--- config.mk ---
export PLATFORM = sky130hd
export DESIGN_NAME = seq_chunk_adder
export DESIGN_NICKNAME = d
export VERILOG_FILES = /design/src/rtl/seq_chunk_adder.sv
export SDC_FILE = /design/constraint.sdc
export NUM_CORES = 1
export LEC_CHECK = 0
export CAP_MARGIN = 20
export CORE_AREA = 4 4 154 97
export DETAILED_ROUTE_END_ITERATION = 10
export DIE_AREA = 0 0 158 101
export PLACE_DENSITY = 0.84
export SETUP_SLACK_MARGIN = 0.3
export SYNTH_ARGS = -nofsm -noshare
export SYNTH_HDL_FRONTEND = slang
export SYNTH_SLANG_ARGS = --single-unit
--- constraint.sdc ---
create_clock -name clk -period 4.93 [get_ports clk]
set_input_delay 1.2325 -clock clk [delete_from_list [all_inputs] [get_ports clk]]
set_output_delay 1.2325 -clock clk [all_outputs]
set_load 0.05 [all_outputs]
--- src/rtl/seq_chunk_adder.sv ---
// Multi-cycle WIDTH-bit adder: ripples CHUNK bits per clock with a registered inter-chunk carry.
// Optional signed-overflow output enabled by defining SEQ_ADD_SIGNED_OVF_EN.
module seq_chunk_adder #(
    parameter int unsigned WIDTH = 32,
    parameter int unsigned CHUNK = 4
) (
    input  logic             clk,
    input  logic             rst,
    input  logic             start,
    input  logic [WIDTH-1:0] a,
    input  logic [WIDTH-1:0] b,
    input  logic             cin,
    output logic             busy,
    output logic             done,
    output logic [WIDTH-1:0] sum,
    output logic             carry
`ifdef SEQ_ADD_SIGNED_OVF_EN
    ,
    output logic             ovf
`endif
);

    localparam int unsigned N     = WIDTH / CHUNK;
    localparam int unsigned IDX_W = (N > 1) ? $clog2(N) : 1;

    typedef enum logic [1:0] {
        S_IDLE,
        S_ADD,
        S_DONE
    } state_t;

    state_t             state_q;
    logic [IDX_W-1:0]   idx_q;
    logic [WIDTH-1:0]   a_q;
    logic [WIDTH-1:0]   b_q;
    logic               cy_q;
    logic [WIDTH-1:0]   psum_q;
    logic [WIDTH-1:0]   sum_q;
    logic               cout_q;
    logic               busy_q;
    logic               done_q;
`ifdef SEQ_ADD_SIGNED_OVF_EN
    logic               ovf_q;
    logic               slice_cmsb_c;
`endif

    logic [CHUNK-1:0]   slice_sum_c;
    logic               slice_cout_c;
    logic [WIDTH-1:0]   psum_d;

    // Operands shift down one chunk per cycle, so the slice always reads the low chunk.
    always_comb begin
        logic c;
        c           = cy_q;
        slice_sum_c = '0;
`ifdef SEQ_ADD_SIGNED_OVF_EN
        slice_cmsb_c = 1'b0;
`endif
        for (int unsigned i = 0; i < CHUNK; i++) begin
`ifdef SEQ_ADD_SIGNED_OVF_EN
            if (i == CHUNK - 1) begin
                slice_cmsb_c = c;
            end
`endif
            slice_sum_c[i] = a_q[i] ^ b_q[i] ^ c;
            c              = (a_q[i] & b_q[i]) | (c & (a_q[i] ^ b_q[i]));
        end
        slice_cout_c = c;
    end

    // Each new chunk enters at the top; after N cycles the first chunk has reached bit 0.
    always_comb begin
        psum_d = (psum_q >> CHUNK) | (WIDTH'(slice_sum_c) << (WIDTH - CHUNK));
    end

    always_ff @(posedge clk or posedge rst) begin
        if (rst) begin
            state_q <= S_IDLE;
            idx_q   <= '0;
            a_q     <= '0;
            b_q     <= '0;
            cy_q    <= 1'b0;
            psum_q  <= '0;
            sum_q   <= '0;
            cout_q  <= 1'b0;
            busy_q  <= 1'b0;
            done_q  <= 1'b0;
`ifdef SEQ_ADD_SIGNED_OVF_EN
            ovf_q   <= 1'b0;
`endif
        end else begin
            done_q <= 1'b0;
            case (state_q)
                S_IDLE, S_DONE: begin
                    if (start) begin
                        a_q     <= a;
                        b_q     <= b;
                        cy_q    <= cin;
                        idx_q   <= '0;
                        psum_q  <= '0;
                        busy_q  <= 1'b1;
                        state_q <= S_ADD;
                    end else begin
                        state_q <= S_IDLE;
                    end
                end
                S_ADD: begin
                    a_q    <= a_q >> CHUNK;
                    b_q    <= b_q >> CHUNK;
                    cy_q   <= slice_cout_c;
                    psum_q <= psum_d;
                    idx_q  <= idx_q + IDX_W'(1);
                    if (idx_q == IDX_W'(N - 1)) begin
                        sum_q   <= psum_d;
                        cout_q  <= slice_cout_c;
`ifdef SEQ_ADD_SIGNED_OVF_EN
                        ovf_q   <= slice_cout_c ^ slice_cmsb_c;
`endif
                        busy_q  <= 1'b0;
                        done_q  <= 1'b1;
                        state_q <= S_DONE;
                    end
                end
                default: begin
                    busy_q  <= 1'b0;
                    state_q <= S_IDLE;
                end
            endcase
        end
    end

    assign busy  = busy_q;
    assign done  = done_q;
    assign sum   = sum_q;
    assign carry = cout_q;
`ifdef SEQ_ADD_SIGNED_OVF_EN
    assign ovf   = ovf_q;
`endif

endmodule

Yosys cells after proc, flatten, opt, wreduce, memory -nomap -nowiden
Cells that the tools add are included.
Word-level totals
  word-level logic and storage cells: 61
  memory bits (read-only): 0
  memories: 0
  latch bits: 0
  flip-flop bits (word level): 137
  RAM bits: 0
Operators by class
  mux-type cells: 18
  divide/modulo/power cells: 0
  shift operators: 0
  reductions and logical operators: 6
  $add $sub $neg: 1
  equal/unequal tests: 5
  magnitude comparators: 0
  multipliers: 0
  bitwise gates (word level): 21
Operators by type and width (number)
  32-bit case mux with 2 select lines: 3
  32-bit two-way mux: 3
  28-bit by 32-bit bitwise OR with 32-bit output: 1
  1-bit bitwise AND: 8
  1-bit XOR: 8
  1-bit two-way mux: 6
  3-bit case mux with 2 select lines: 1
  2-bit AND reduction: 3
  2-bit inequality test, second input constant: 2
  1-bit bitwise OR: 4
  1-bit case mux with 2 select lines: 2
  2-bit case mux with 2 select lines: 1
  3-bit by 1-bit adder with 3-bit output, second input constant: 1
  3-bit == test, second input constant: 1
  3-bit two-way mux: 1
  2-bit by 1-bit == test with 1-bit output, second input constant: 1
  2-bit == test, second input constant: 1
  2-bit zero test: 1
  2-bit two-way mux: 1
  2-bit nonzero test: 1
  2-bit OR reduction: 1

Depth between registers and ports, before layout
Gate-level depths: netlist of run 1.
  word-level depth: 10
  mapped depth: 10

Worst setup path after synthesis of run 1
Ideal clock, no wire load.
  path kind: register -> register
  start point: reg a_q[0]
  end point: reg sum_q[31], in the netlist sum[31]
  slack: 2675 ps
  buffers on the path: 0
  stages on the path, launching flop included: 10
  clock period less this slack: 2255 ps
  arrival: 2130 ps
  cells stage by stage: dfrtp_1 -> inv_1 -> fa_1 -> inv_1 -> fa_1 -> inv_1 -> fa_1 -> inv_1 -> fa_1 -> mux2_4
Between the ends
  longest elaborated chain between the ends: 9
  elaborated cells on any way between the ends: 10
Ends and longest elaborated chain
  from (decl): line 34  | logic [WIDTH-1:0] a_q;
  from (signal assigned): line 108  | a_q <= a_q >> CHUNK;
  1-bit XOR: line 66  | c = (a_q[i] & b_q[i]) | (c & (a_q[i] ^ b_q[i]));
  1-bit bitwise AND: line 66
  1-bit bitwise OR *: line 66
  1-bit bitwise AND *: line 66
  1-bit bitwise OR *: line 66
  1-bit bitwise AND *: line 66
  1-bit bitwise OR *: line 66
  1-bit XOR *: line 65  | slice_sum_c[i] = a_q[i] ^ b_q[i] ^ c;
  28-bit by 32-bit bitwise OR with 32-bit output *: line 73  | psum_d = (psum_q >> CHUNK) | (WIDTH'(slice_sum_c) << (WIDTH - CHUNK));
  via psum_d[31]: line 49  | logic [WIDTH-1:0] psum_d;
  to (signal assigned): line 114  | sum_q <= psum_d;
  to (decl): line 38  | logic [WIDTH-1:0] sum_q;
Mark *: on every way through the listed nets, which the timed path passes. The rest lies on a longest branch.
A chain may end at the register's enable or synchronous reset.

Worst setup path in the final report of run 1
  start point: reg busy_q, in the netlist busy
  end point: out busy
RTL lines
  from (decl): line 40  | logic busy_q;
  from (signal assigned): line 86  | busy_q <= 1'b0;
  from (signal assigned): line 101  | busy_q <= 1'b1;
  from (signal assigned): line 119  | busy_q <= 1'b0;
  to (decl): line 13  | output logic busy,
No word-level cell between the ends.

==> impl_metrics.json, run 1 <==
{
  "cp.arrival_ps": 1630,
  "synth_compound_area_frac": 0.1563,
  "routed_wl_mm": 14.67,
  "drtIter0Drc": 214,
  "clk_latency_ps": 410,
  "period_needed_ps": 2859,
  "yosys-mux-area-fraction": 0.1810,
  "hold_end": "sum[30]$_DFFE_PP0P_",
  "synthTopCellsByCount": "dfrtp_1, mux2i_1, nor2b_1, a211oi_1, a21oi_1",
  "cts_tree": "built",
  "cp-start-kind": "flop",
  "rsz0062_at_grt": "false",
  "synth.avg_cell_area_um2": 11.75,
  "drc_errors": 0,
  "clock.fmax_ghz": 0.3498,
  "synth_top_area_frac": 0.5139,
  "yosysWarnings": 0,
  "drive_above_1_share": 0.1296,
  "root_buffer": "clkbuf_16",
  "core_area_um2": 13420,
  "antenna_found_initial": 0,
  "cap_viol_max_count": 0,
  "die_y_um": 101,
  "die_area_um2": 15960,
  "routedWlPerCell_um": 17.82,
  "postCtsResizedCells": 0,
  "synth_nets": 625,
  "final_nets": 709,
  "ir_drop_mv": 0.3673,
  "dp_hpwl_mm": 9.556,
  "synth_ff_type": "dfrtp_1",
  "via_per_inst": 5.501,
  "grt_remaining_overflow": 0,
  "criticalPathCategory": "reg2out",
  "vias": 4527,
  "globalplace.congestion": 0.7835,
  "diodes": 0,
  "hold_violations": 0,
  "end_kind": "output port",
  "status": "complete, no violations",
  "grt_start_max_net_pins": 127,
  "synth_top_cell_by_area": "dfrtp_1",
  "hp-start": "sum[30]$_DFFE_PP0P_",
  "syn_inst": 551,
  "drv_slew": 0,
  "n_fill_cell": 1034,
  "required_ps": 3700,
  "synth_edf_count": 0,
  "clkTransAtPathRegs_ps": 60,
  "initial_utilization": 0.4826,
  "reg2reg_slack_ps": 2440,
  "fin_crit_sh": 0.5799,
  "slowest_delay_ps": 820,
  "maxSlewHeadroom": 0.4185,
  "synth-adder-area-share": 0.01623,
  "synth_top_family_by_area": "multiplexers",
  "clock_path_buffers": 2,
  "path_cells": "clkdlybuf4s50_1",
  "rows": 33,
  "ys_ff_latch": 133,
  "yosysSeqAreaShare": 0.5139,
  "syn2layout_area_growth_pct": 25.93,
  "synth-xor-area-share": 0,
  "cp_top_family": "buffers and inverters",
  "clock_sinks": 133,
  "async_flop_share": 1.000,
  "io_buffers": 102,
  "setup_ws_ps": 2071,
  "cts_setup_buffers": 0,
  "preCtsSetupSlack_ps": 2035,
  "seqCellArea_um2": 3336,
  "power_density_nw_per_um2": 677.3,
  "critPathBufInv": 1,
  "htree_levels": 4,
  "io_pins": 103,
  "finalSetupViolCount": 0,
  "die_w_um": 158,
  "yosysMostFrequentCell": "dfrtp_1",
  "synth_area_leaders": "dfrtp_1, mux2i_1, a211oi_1",
  "finClkSkew_ps": 6.681,
  "slowest_stage": "clkdlybuf4s50_1",
  "cts_buffers": 17,
  "drt-pass1-iter-count": 4,
  "leakage_nw": 3.367,
  "grt_pass1_vias": 4614,
  "drtAntennaViolNets": 0,
  "postCtsHoldBufs": 0,
  "r2r-start": "state_q[1]$_DFFE_PP0P_",
  "finalSetupTns_ps": 0,
  "min_delay_path_depth": 2,
  "grtUsageTotal": 0.1890,
  "synth-simple-area-share": 0.08385,
  "r2r_cells": 4,
  "multi_input_area_um2": 2833,
  "tightestPinTransition_ps": 872.3,
  "holdCritPathClass": "reg2reg",
  "grt_pass1_wl_mm": 23.96,
  "cp_max_fo": 3,
  "ys_types": 26,
  "r2r_end": "idx_q[0]$_DFFE_PP0P_",
  "syn_area_um2": 6476
}
how the worst max path moves through the flow:
stage	end	cells after the start	start
after floorplan	a_q[0]$_DFFE_PP0P_	1	rst
after global placement	b_q[1]$_DFFE_PP0P_	5	start
after detailed placement	b_q[11]$_DFFE_PP0P_	5	start
after CTS	busy	1	busy$_DFFE_PP0P_
after global routing	sum[25]	1	sum[25]$_DFFE_PP0P_
final	busy	1	busy$_DFFE_PP0P_
state kept, by name, summed over array words and instances (netlist names):
signal and cells:
state_q 2, busy 1, b_q 32, psum_q 28, carry 1, a_q 32, idx_q 3, cy_q 1
done 1, sum 32
through the flow:
| step | hold slack (ps) | area [µm²] | util | total power [mW] | std cells |
|---|---|---|---|---|---|
| after global placement | 472.3 | 7523 | 0.5607 | 4.145 | 789 |
| after global routing | 510.8 | 8155 | 0.6077 | 5.856 | 823 |
| after detailed placement | 481.8 | 7523 | 0.5607 | 4.264 | 789 |
| final | 485.4 | 8155 | 0.6077 | 5.524 | 823 |
| after floorplan | 465.3 | 6480 | - | 3.606 | 551 |
| after CTS | 493.7 | 8108 | 0.6042 | 5.545 | 821 |
final cells by class:
cell class,instances,area share
Multi-Input combinational cell,360,0.3473
Clock buffer,19,0.05554
Tap cell,175,0.02685
Inverter,11,0.005523
Clock inverter,13,0.01611
Sequential cell,133,0.4090
Timing Repair Buffer,112,0.1396
cells by family (layout without fill, tap and decap cells):
family | Yosys count | after routing
AOI/OAI and AO/OA | 156 | 156
buffers and inverters | 58 | 155
DFF | 133 | 133
adders and majority gates | 6 | 6
and+or+nand+nor | 93 | 93
muxes | 105 | 105
power breakdown:
part           switching [mW]  internal [mW]
Sequential              0.423           1.60
Clock                   0.486          0.767
Combinational            1.22           1.03
Total                    2.13           3.40
per-layer routing:
| metal | up-vias | routed length, µm | track usage |
|---|---|---|---|
| met2 | 109 | 6550 | 0.2861 |
| met1 | 2242 | 7147 | 0.2765 |
| met3 | 15 | 827 | 0.04590 |
| li1 | 2161 | - | - |
| met4 | 0 | 144 | 0.04522 |
| met5 | - | 0 | 0 |
cells in the final DEF (no fill, tap or decap), types with 8 or more instances in the layout:
master	n
dfrtp_1	131
a22o_1	21
nand2_1	13
mux2_4	18
buf_4	8
nand2b_1	11
mux2_2	19
a21oi_1	57
clkdlybuf4s50_1	101
clkbuf_16	17
mux2i_1	62
o21ai_0	18
inv_1	10
nor2b_1	58
a211oi_1	57
Note: power is estimated with default switching activity, not from simulation.
==> run 2, diff against run 1 <==
CORE_AREA = 4 4 147 92   (was 4 4 154 97)
DIE_AREA = 0 0 151 96   (was 0 0 158 101)
PLACE_DENSITY = 0.88   (was 0.84)
clock period = 2.85 ns   (was 4.93 ns; I/O delays follow)
==> impl_metrics.json, run 2 (synthesized netlist as in run 1, its figures left out) <==
{
  "core_area_um2": 12020,
  "via_per_inst": 5.562,
  "postCtsHoldBufs": 0,
  "rsz0062_at_grt": "false",
  "criticalPathCategory": "reg2reg",
  "cts_setup_buffers": 0,
  "p_seq_frac": 0.387,
  "cp_max_fo": 3,
  "swShare": 0.3841,
  "vias": 4516,
  "clk_latency_ps": 410,
  "clkPwrFrac": 0.212,
  "dp_hpwl_mm": 9.464,
  "required_ps": 3140,
  "maxSlewHeadroom": 0.5002,
  "end_kind": "flop",
  "final_nets": 709,
  "status": "complete, no violations",
  "cts_buffers": 17,
  "fin_crit_sh": 0.8262,
  "grt_pass1_wl_mm": 23.45,
  "die_area_um2": 14500,
  "rows": 31,
  "post-route-util": 0.6735,
  "initial_utilization": 0.5386,
  "leakage_nw": 3.350,
  "finClkSkew_ps": 8.569,
  "clock.fmax_ghz": 0.4247,
  "final_common_cell": "dfrtp_1",
  "power_density_nw_per_um2": 1148,
  "preCtsSetupSlack_ps": 521.3,
  "drv_slew": 0,
  "cap_viol_max_count": 0,
  "grtUsageTotal": 0.2067,
  "routed_wl_mm": 14.18,
  "drtAntennaViolNets": 0,
  "grt_start_max_net_pins": 80,
  "n_fill_cell": 878,
  "postCtsResizedCells": 0,
  "holdCritPathClass": "reg2reg",
  "tightestPinTransition_ps": 749.7,
  "drt-pass1-iter-count": 4,
  "ir_drop_mv": 0.7197,
  "cts_tree": "built",
  "syn2layout_area_growth_pct": 25.04,
  "io_buffers": 102,
  "diodes": 0,
  "clock_sinks": 133,
  "drive_above_1_share": 0.1236,
  "hold_violations": 0,
  "clkTransAtPathRegs_ps": 60,
  "clock_path_buffers": 2,
  "grt_remaining_overflow": 0,
  "cp-start-kind": "flop",
  "final_cell_mix": "dfrtp_1, clkdlybuf4s50_1, mux2i_1, nor2b_1",
  "p_int_mw": 5.726,
  "period_needed_ps": 2355,
  "die_y_um": 96,
  "finalSetupViolCount": 0,
  "die_w_um": 151,
  "finalSetupTns_ps": 0,
  "cp.arrival_ps": 2640,
  "htree_levels": 4,
  "root_buffer": "clkbuf_16",
  "switchingPower_mw": 3.571,
  "setup_ws_ps": 495.4,
  "antenna_found_initial": 0,
  "routedWlPerCell_um": 17.46,
  "globalplace.congestion": 0.7941,
  "io_pins": 103,
  "grt_pass1_vias": 4607,
  "design_area_um2": 8098,
  "drtIter0Drc": 243,
  "drc_errors": 0,
  "pwr-share-comb": 0.401,
  "dpl-instance-area_um2": 7564
}
[run 2: layout make-up]
class,count,area [µm²],area share
clock buffers,21,450.4,0.05562
clock inverters,10,83.83,0.01035
inverters,11,45.04,0.005562
multi-input cells,360,2833,0.3498
flip-flops and latches,133,3336,0.4119
well taps,165,206.4,0.02549
repair buffers,112,1144,0.1412
[run 2: worst max-delay path, cell delays in order (launching register included)]
cell	delay, ps
dfrtp_1	360
inv_1	60
fa_1	410
inv_1	70
fa_1	160
inv_1	50
fa_1	340
inv_1	70
fa_1	430
mux2_4	280
[run 2: through the flow]
step | instances | hold WS, ps | power (mW)
floorplan | 551 | 465.3 | 6.238
global placement | 781 | 478.8 | 7.140
detailed placement | 781 | 484.2 | 7.347
CTS | 812 | 496.7 | 9.363
global route | 812 | 518.1 | 9.902
finish | 812 | 490.4 | 9.298
[run 2: final timing paths]
| path | depth (start not counted) | slack, ps | start | end |
|---|---|---|---|---|
| hold reg to reg | 1 | 490 | sum[11]$_DFFE_PP0P_ | sum[11]$_DFFE_PP0P_ |
| min in group asynchronous | 2 | 680 | rst | psum_q[11]$_DFFE_PP0P_ |
| setup reg to reg | 9 | 500 | a_q[0]$_DFFE_PP0P_ | sum[31]$_DFFE_PP0P_ |
| hold / removal | 1 | 490 | sum[11]$_DFFE_PP0P_ | sum[11]$_DFFE_PP0P_ |
| setup / recovery | 9 | 500 | a_q[0]$_DFFE_PP0P_ | sum[31]$_DFFE_PP0P_ |
| max in group asynchronous | 3 | 1400 | rst | sum[17]$_DFFE_PP0P_ |
[run 2: power by group through the flow]
stage | sequential, mW | combinational (mW) | clock [mW]
floorplan | 3.97 | 2.27 | 0
global placement | 3.56 | 3.59 | 0
detailed placement | 3.61 | 3.73 | 0
CTS | 3.60 | 3.76 | 2.01
global route | 3.73 | 4.06 | 2.11
finish | 3.60 | 3.72 | 1.97
[run 2: metal layers]
| layer | global-route usage | share of wire |
|---|---|---|
| met5 | 0 | 0 |
| met4 | 0.05882 | 0.011 |
| met3 | 0.04800 | 0.056 |
| met2 | 0.3102 | 0.44 |
| met1 | 0.3029 | 0.49 |
